<file path="config.mk">
export PLATFORM = sky130hd
export DESIGN_NAME = fetch_ctrl
export DESIGN_NICKNAME = d
export VERILOG_FILES = /design/src/rtl/fetch_ctrl.sv
export SDC_FILE = /design/constraint.sdc
export NUM_CORES = 1
export LEC_CHECK = 0
export ABC_AREA = 1
export CORE_AREA = 2 2 163 165
export DETAILED_ROUTE_END_ITERATION = 6
export DIE_AREA = 0 0 165 167
export SLEW_MARGIN = 25
export SYNTH_ARGS = -nofsm -noshare
export SYNTH_HDL_FRONTEND = slang
export SYNTH_SLANG_ARGS = --single-unit
</file>
<file path="constraint.sdc">
create_clock -name clk -period 5.65 [get_ports clk]
set_clock_uncertainty 0.05 [all_clocks]
set_input_delay 0.565 -clock clk [delete_from_list [all_inputs] [get_ports clk]]
set_output_delay 0.565 -clock clk [all_outputs]
set_load 0.05 [all_outputs]
</file>
<file path="src/rtl/fetch_ctrl.sv">
// ---------------------------------------------------------------------------
// fetch_ctrl -- fetch sequencer for the 5-stage pipeline.
//
// Owns the fetch PC and runs a single-outstanding request/acknowledge
// handshake to instruction memory. Memory latency, hazard stalls and taken
// branches from EX are turned into bubbles (hold) and flushes. Exactly one
// valid instruction is presented per accepted fetch.
//
// Optional feature: define FETCH_PERF_EN to add two saturating performance
// counters (perf_fetched, perf_bubbles). With the macro undefined the ports
// and counters are absent and behaviour is otherwise identical.
//
// Ports:
//   clk          in   system clock, rising edge
//   rst          in   asynchronous, active-high reset
//   imem_req     out  fetch request to instruction memory
//   imem_addr    out  [31:0] word-aligned fetch address
//   imem_ack     in   imem_rdata valid for the current request
//   imem_rdata   in   [31:0] fetched instruction word
//   stall        in   hazard unit: IF/ID cannot accept this cycle
//   redirect     in   taken branch/jump from EX
//   redirect_pc  in   [31:0] redirect target (bits [1:0] forced to 0)
//   pc           out  [31:0] PC of delivered instruction, 0 when none
//   instruction  out  [31:0] delivered instruction, NOP when none
//   fetch_valid  out  pc/instruction carry a real instruction
//   flush        out  kill IF stage contents
//   hold         out  insert bubble in IF
//   perf_fetched out  [31:0] delivered-instruction count (FETCH_PERF_EN)
//   perf_bubbles out  [31:0] bubble-cycle count (FETCH_PERF_EN)
// ---------------------------------------------------------------------------
module fetch_ctrl #(
   parameter logic [31:0] RESET_PC = 32'h0000_0000
) (
   input  logic        clk,
   input  logic        rst,
   output logic        imem_req,
   output logic [31:0] imem_addr,
   input  logic        imem_ack,
   input  logic [31:0] imem_rdata,
   input  logic        stall,
   input  logic        redirect,
   input  logic [31:0] redirect_pc,
   output logic [31:0] pc,
   output logic [31:0] instruction,
   output logic        fetch_valid,
   output logic        flush,
`ifdef FETCH_PERF_EN
   output logic        hold,
   output logic [31:0] perf_fetched,
   output logic [31:0] perf_bubbles
`else
   output logic        hold
`endif
);

   localparam logic [31:0] NOP_INSTR  = 32'h0000_0013;
   localparam logic [31:0] WORD_MASK  = 32'hFFFF_FFFC;
   localparam logic [31:0] RESET_ADDR = RESET_PC & WORD_MASK;

   typedef enum logic [1:0] {
      IDLE,
      REQ,
      HOLD,
      DRAIN
   } state_e;

   state_e      state_q, state_d;
   logic [31:0] fetch_pc_q, fetch_pc_d;
   logic [31:0] drain_addr_q, drain_addr_d;   // address of the request being drained
   logic [31:0] buf_pc_q, buf_pc_d;
   logic [31:0] buf_instr_q, buf_instr_d;

   logic [31:0] target_pc;
   logic        deliver;

   assign target_pc = redirect_pc & WORD_MASK;

   // -------------------------------------------------------------------------
   // Next-state and same-cycle output decode
   // -------------------------------------------------------------------------
   always_comb begin
      // NOTE: every signal assigned here gets a default first, so no path
      // leaves one unassigned and no latch is inferred.
      state_d      = state_q;
      fetch_pc_d   = fetch_pc_q;
      drain_addr_d = drain_addr_q;
      buf_pc_d     = buf_pc_q;
      buf_instr_d  = buf_instr_q;
      deliver      = 1'b0;
      pc           = 32'h0000_0000;
      instruction  = NOP_INSTR;

      unique case (state_q)
         IDLE: begin
            state_d = REQ;
         end

         REQ: begin
            if (redirect) begin
               // Redirect wins over ack and stall; any returned data is dropped.
               fetch_pc_d = target_pc;
               if (!imem_ack) begin
                  drain_addr_d = fetch_pc_q;
                  state_d      = DRAIN;
               end
            end else if (imem_ack) begin
               if (stall) begin
                  buf_pc_d    = fetch_pc_q;
                  buf_instr_d = imem_rdata;
                  state_d     = HOLD;
               end else begin
                  deliver     = 1'b1;
                  pc          = fetch_pc_q;
                  instruction = imem_rdata;
                  fetch_pc_d  = fetch_pc_q + 32'd4;
               end
            end
         end

         HOLD: begin
            if (redirect) begin
               fetch_pc_d = target_pc;
               state_d    = REQ;
            end else begin
               pc          = buf_pc_q;
               instruction = buf_instr_q;
               if (!stall) begin
                  deliver    = 1'b1;
                  fetch_pc_d = buf_pc_q + 32'd4;
                  state_d    = REQ;
               end
            end
         end

         DRAIN: begin
            if (redirect) begin
               fetch_pc_d = target_pc;
            end
            // The draining ack retires the only outstanding request, so leave
            // even when a newer redirect lands in the same cycle: the target
            // is already in fetch_pc and nothing else is in flight to wait for.
            if (imem_ack) begin
               state_d = REQ;
            end
         end

         default: begin
            state_d = IDLE;
         end
      endcase
   end

   assign imem_req    = (state_q == REQ) || (state_q == DRAIN);
   assign imem_addr   = (state_q == DRAIN) ? drain_addr_q : fetch_pc_q;
   assign fetch_valid = deliver;
   assign flush       = redirect && (state_q != IDLE);
   assign hold        = !deliver && !flush;

   // -------------------------------------------------------------------------
   // State registers
   // -------------------------------------------------------------------------
   always_ff @(posedge clk or posedge rst) begin
      // NOTE: sequential state uses non-blocking assignments only, so every
      // flop samples the pre-edge values regardless of statement order.
      if (rst) begin
         state_q      <= IDLE;
         fetch_pc_q   <= RESET_ADDR;
         drain_addr_q <= RESET_ADDR;
         buf_pc_q     <= 32'h0000_0000;
         buf_instr_q  <= NOP_INSTR;
      end else begin
         state_q      <= state_d;
         fetch_pc_q   <= fetch_pc_d;
         drain_addr_q <= drain_addr_d;
         buf_pc_q     <= buf_pc_d;
         buf_instr_q  <= buf_instr_d;
      end
   end

`ifdef FETCH_PERF_EN
   // -------------------------------------------------------------------------
   // Saturating performance counters
   // -------------------------------------------------------------------------
   logic [31:0] perf_fetched_q, perf_fetched_d;
   logic [31:0] perf_bubbles_q, perf_bubbles_d;

   always_comb begin
      perf_fetched_d = perf_fetched_q;
      perf_bubbles_d = perf_bubbles_q;
      if (fetch_valid && (perf_fetched_q != 32'hFFFF_FFFF)) begin
         perf_fetched_d = perf_fetched_q + 32'd1;
      end
      if (hold && (perf_bubbles_q != 32'hFFFF_FFFF)) begin
         perf_bubbles_d = perf_bubbles_q + 32'd1;
      end
   end

   always_ff @(posedge clk or posedge rst) begin
      if (rst) begin
         perf_fetched_q <= 32'h0000_0000;
         perf_bubbles_q <= 32'h0000_0000;
      end else begin
         perf_fetched_q <= perf_fetched_d;
         perf_bubbles_q <= perf_bubbles_d;
      end
   end

   assign perf_fetched = perf_fetched_q;
   assign perf_bubbles = perf_bubbles_q;
`endif

endmodule

</file>
==> results.toml <==
[outcome]
status = "finished clean"

[clock_tree]
cts_buffer_depth = 2
cts.clk_slew.worst_paths_ns = 0.06
cts-root-buf = "clkbuf_16"
cts_sinks = 130
cts_tree = "done"
htree_levels = 4
holdBufCountCts = 0
cts_setup_buffers = 0
clock_latency_ns = 0.43
cts_resized = 0
numCtsBuffers = 17

[grt]
grt_max_degree = 105
grt_pass1_vias = 8965
grtUsageTotal_pct = 23.9
antenna_found_initial = 1
grt_pass1_wl_um = 50800
grt_overflow = 0

[routing]
post_drt_via_cell_ratio = 5.11
route.detailed.drc = 0
detail-route-antenna-nets = 0
dr.pass1.iters = 6
wire_per_inst_um = 17.4
via_count = 9544
wl_um = 32400
drt_first_iter_violations = 921

[worst_setup_path]
crit_arrival_ns = 3.72
critPathMaxFanout = 32
critPathLaunchType = "flop"
endpoint_kind = "primary output"
path_buf_inv = 4
crit_family = "buffers and inverters"
critPathKind = "reg2out"
worstPathCellList = "inv_1 -> ha_1 -> inv_2 -> nor2_4 -> buf_4 -> nand2_1 -> a21oi_1 -> clkdlybuf4s50_1"
worst_ep_required_time_ns = 5.04
max_stage_delay_ns = 0.87
crit_slowest_cell = "clkdlybuf4s50_1"

[logic_synthesis]
synthCells = 1391
ys_seq_area_share_pct = 36.4
synth_top_area_cell = "dfrtp_1"
synth_top_area_share_pct = 35.5
yosysUniqueCellTypes = 42
synthArstFlopShare_pct = 100
netlist_top_cells_area = "dfrtp_1 36%, nand2_1 21%, o21ai_0 8.2%, a21oi_1 6.2%, nand3_1 4.8%"
syn_avg_cell_area_um2 = 6.43
ys_warn_count = 0
synth_nets = 1466
synth_edf_count = 0
synthMostInstantiatedCell = "nand2_1"
synth_area_mm2 = 0.00895
synth_top_flop_cell = "dfrtp_1"
ys_ff_latch = 130
synth_top_cells_by_count = "504 x nand2_1, 146 x o21ai_0, 127 x dfrtp_1"

[job]
maxCapViolations = 0

[place]
gp_congestion = 0.945
place_inst = 1833
io_buffers = 166
dpl.hpwl_um = 22900

[floorplanning]
die_h_um = 167
coreArea_mm2 = 0.0258
fp-row-count = 59
die-area_mm2 = 0.0276
die-width_um = 165
io_pins = 169
start_util_pct = 34.7

[timing]
maxSlewViolCount = 0
period_share_pct = 76.8
max_slew_margin_pct = 32.4
rsz0062_at_grt = "no"
fmax_ghz = 0.231
worst_pin_slew_ns = 1.01
min_period_ns = 4.34
hold_viol = 0
final.setup.tns_ns = 0
setup-violations-final = 0

[cells_and_area]
nFillCells = 2693
nNetsFinal = 1592
regArea_mm2 = 0.00326
final_cell_count_no_fill = 1866
area_growth_pct = 27.7
multi_input_area_mm2 = 0.00495
drive_gt1_share_pct = 7.19

[pwr]
vdd_drop_max_v = 0.000349
power-per-cell-area_mw_per_mm2 = 595
p_leak_nw = 4.93

[hold_path]
hold_path_class = "reg2reg"
-- final cells by class --
| class | instances | area share (%) |
|---|---|---|
| clock buffers | 18 | 3.76 |
| repair buffers | 179 | 15.4 |
| flip-flops and latches | 130 | 28.5 |
| inverters | 115 | 3.80 |
| well taps | 335 | 3.67 |
| multi-input cells | 1074 | 43.4 |
| clock inverters | 14 | 1.54 |
| diodes | 1 | 0.0219 |
-- worst register-to-register path, delay by kind of cell, from the launching register on --
family / cells / cell delay (ns)
and+or+nand+nor: 4 / 0.34
AOI/OAI and AO/OA: 3 / 0.29
DFF: 1 / 0.43
buffers and inverters: 4 / 1.01
adders and majority gates: 1 / 0.60
-- registers in the layout (all words and copies together) (netlist names) --
register      count
buf_instr_q      32
buf_pc_q         32
drain_addr_q     32
fetch_pc_q       32
state_q           2
-- per-layer routing --
| metal | wire length, µm | vias to the layer above | track usage (%) |
|---|---|---|---|
| met5 | 0 | - | 0 |
| met4 | 833 | 0 | 7.45 |
| met3 | 2280 | 38 | 4.91 |
| met2 | 15100 | 343 | 38.4 |
| met1 | 14200 | 4427 | 32.1 |
| li1 | - | 4736 | - |
-- report_power, final --
part | internal [mW] | switching [mW]
Clock | 0.702 | 0.482
Sequential | 1.38 | 0.528
Combinational | 1.11 | 2.60
-- worst paths after layout --
check / startpoint / to / slack [ns] / cells past startpoint
setup / recovery: state_q[1]$_DFFE_PP0P_ / pc[8] / 1.31 / 8
hold / removal: buf_instr_q[29]$_DFFE_PP0P_ / buf_instr_q[29]$_DFFE_PP0P_ / 0.43 / 2
setup reg to reg: state_q[0]$_DFFE_PP0P_ / fetch_pc_q[14]$_DFFE_PP0P_ / 2.86 / 12
hold reg to reg: buf_instr_q[29]$_DFFE_PP0P_ / buf_instr_q[29]$_DFFE_PP0P_ / 0.43 / 2
max in group asynchronous: rst / buf_instr_q[1]$_DFFE_PP1P_ / 3.89 / 3
min in group asynchronous: rst / buf_instr_q[27]$_DFFE_PP0P_ / 0.62 / 2
-- through the flow --
stage	cell area, µm²	hold slack (ns)	util, %	setup WS [ns]	power (mW)
after floorplan	8950	0.403	-	1.57	4.35
after global placement	10800	0.416	42.0	1.49	5.57
after detailed placement	10800	0.423	42.0	1.46	5.61
after CTS	11400	0.439	44.3	1.30	6.82
after global routing	11400	0.448	44.3	1.08	7.26
final	11400	0.434	44.4	1.31	6.80
-- kinds of logic (layout without fill, tap and decap cells) --
| kind of cell | after synthesis | count (layout) | share of synthesized area (%) |
|---|---|---|---|
| simple gates | 758 | 758 | 35.3 |
| xor+xnor | 7 | 7 | 0.685 |
| flops | 130 | 130 | 36.4 |
| fa+ha+maj | 6 | 6 | 0.839 |
| mux | 5 | 5 | 0.629 |
| other cells | 0 | 1 | 0 |
| buf+inv | 187 | 326 | 8.63 |
| compound gates | 298 | 298 | 17.5 |
-- layout by cell type (no fill, tap or decap), types with 6 or more instances in the layout --
master / instances
inv_1: 101
a21oi_1: 110
nor2_2: 17
nor2_4: 9
nand2_2: 7
nand4_1: 9
dfrtp_1: 127
nor3_1: 6
buf_4: 13
xor2_1: 7
o211ai_1: 6
o21ai_1: 11
clkdlybuf4s50_1: 165
nand3_1: 83
o21ai_0: 146
a31oi_1: 6
nand2_1: 504
nor2_1: 110
inv_2: 11
clkbuf_16: 17
Note: power is estimated with default switching activity, not from simulation.
==> RTL edit: new RTL, same settings <==
Encoding of `state_e`: now one-hot (4 bits for 4 states).
--- a/src/rtl/fetch_ctrl.sv
+++ b/src/rtl/fetch_ctrl.sv
@@ -58,9 +58,9 @@
    localparam logic [31:0] RESET_ADDR = RESET_PC & WORD_MASK;
 
-   typedef enum logic [1:0] {
-      IDLE,
-      REQ,
-      HOLD,
-      DRAIN
+   typedef enum logic [3:0] {
+      IDLE  = 4'b0001,
+      REQ   = 4'b0010,
+      HOLD  = 4'b0100,
+      DRAIN = 4'b1000
    } state_e;
 
Behaviour: no difference found for any inputs over 4 cycles, from zero or initial values and one cycle with rst high; so few cycles prove little.
==> RTL edit against the unedited design <==
  * Synthesized cell count fell by 7.7%
  * First-iteration DRC count is 22% lower
  * Area after synthesis shrank 5.4%
  * Sequential cell count rose by 2
  * Clock power is 3% lower
  * Cell area is 3.0% lower
  * Routed wire length fell by 9.9%
  * Critical endpoint is now pc[3]
  * Largest power group unchanged
  * Worst setup slack improved by 0.18 ns
  * Power decreased by 26%
  * Register-to-register slack got worse by 0.19 ns
  * Utilization is 1.3 points lower
==> RTL edit: results <==
set metrics [dict create \
    status "complete, no violations" \
    p_clk_uw 1140 \
    ys_seq_area_frac 0.391 \
    r2r-start "state_q[0]$_DFFE_PP1P_" \
    antenna_found_initial 0 \
    first_pass_iters 5 \
    endpoint "pc[3]" \
    cp-startpoint "state_q[2]$_DFFE_PP0P_" \
    relSlewSlack 0.441 \
    clk_share 0.0533 \
    stdcell_area_sq_um 11100 \
    place_ws_ns 1.56 \
    holdPathEnd "buf_instr_q[1]$_DFFE_PP1P_" \
    bufAreaShareNonClock 0.168 \
    seqPwrFrac 0.348 \
    place_hpwl_mm 20.8 \
    postSynthCellCount 1284 \
    reg2reg_depth 10 \
    cts_num_sinks 132 \
    hold_slack_ns 0.428 \
    fin_nets 1489 \
    grt.total_usage 0.215 \
    wl_per_cell_um 16.5 \
    n_antenna_cell 0 \
    num-multi-input-gates 957 \
    multi_input_area_share 0.397 \
    arrival_ns 3.55 \
    fillers 2636 \
    placed_area_sq_um 10500 \
    inv_count 134 \
    dp.cells 1734 \
    drtIter0Drc 719 \
    ir_drop_v 0.000219 \
    grt_max_degree 84 \
    p_leak_uw 0.00493 \
    seq_share 0.298 \
    synth_top_area_frac 0.378 \
    place_congestion 0.945 \
    ys_types 45 \
    fin_cells 1766 \
    r2r_setup_slack_ns 2.67 \
    reg2reg_to "fetch_pc_q[21]$_DFFE_PP0P_" \
    grt_pass1_wl_mm 46.3 \
    syn-num-nets 1355 \
    num-clock-buffers 19 \
    netlist_top_cells_count "nand2_1, o21ai_0, inv_1" \
    vias 8882 \
    grt_pass1_vias 8318 \
    powerSeq_uw 1740 \
    synthTopCellsByArea "dfrtp_1, nand2_1, o21ai_0" \
    holdCritStartpoint "buf_instr_q[1]$_DFFE_PP1P_" \
    switchingPower_uw 2280 \
]
==> RTL edit: cell count changes after synthesis, moves of 14 or more <==
| cell | delta |
|---|---|
| nand3_1 | -16 |
| o22ai_1 | +21 |
| inv_1 | +27 |
| nor2_2 | -14 |
| nand2_1 | -59 |
| a21oi_1 | -71 |
| o21ai_0 | +53 |
==> RTL edit: kinds of logic (layout without fill, tap and decap cells) <==
logic type,Yosys count,count (layout),synth area share
buffers and inverters,195,342,0.0924
DFF,132,132,0.391
adders and majority gates,2,2,0.00296
and+or+nand+nor,651,651,0.315
muxes,1,1,0.00133
AOI/OAI and AO/OA,296,296,0.191
xor gates and xnor gates,7,7,0.00724
==> RTL edit: routing by layer <==
metal,share of wire,wire length [um],global-route usage
met4,0.020,594,0.0662
met2,0.46,13400,0.334
met3,0.083,2440,0.0590
met1,0.44,12800,0.292
met5,0,0,0
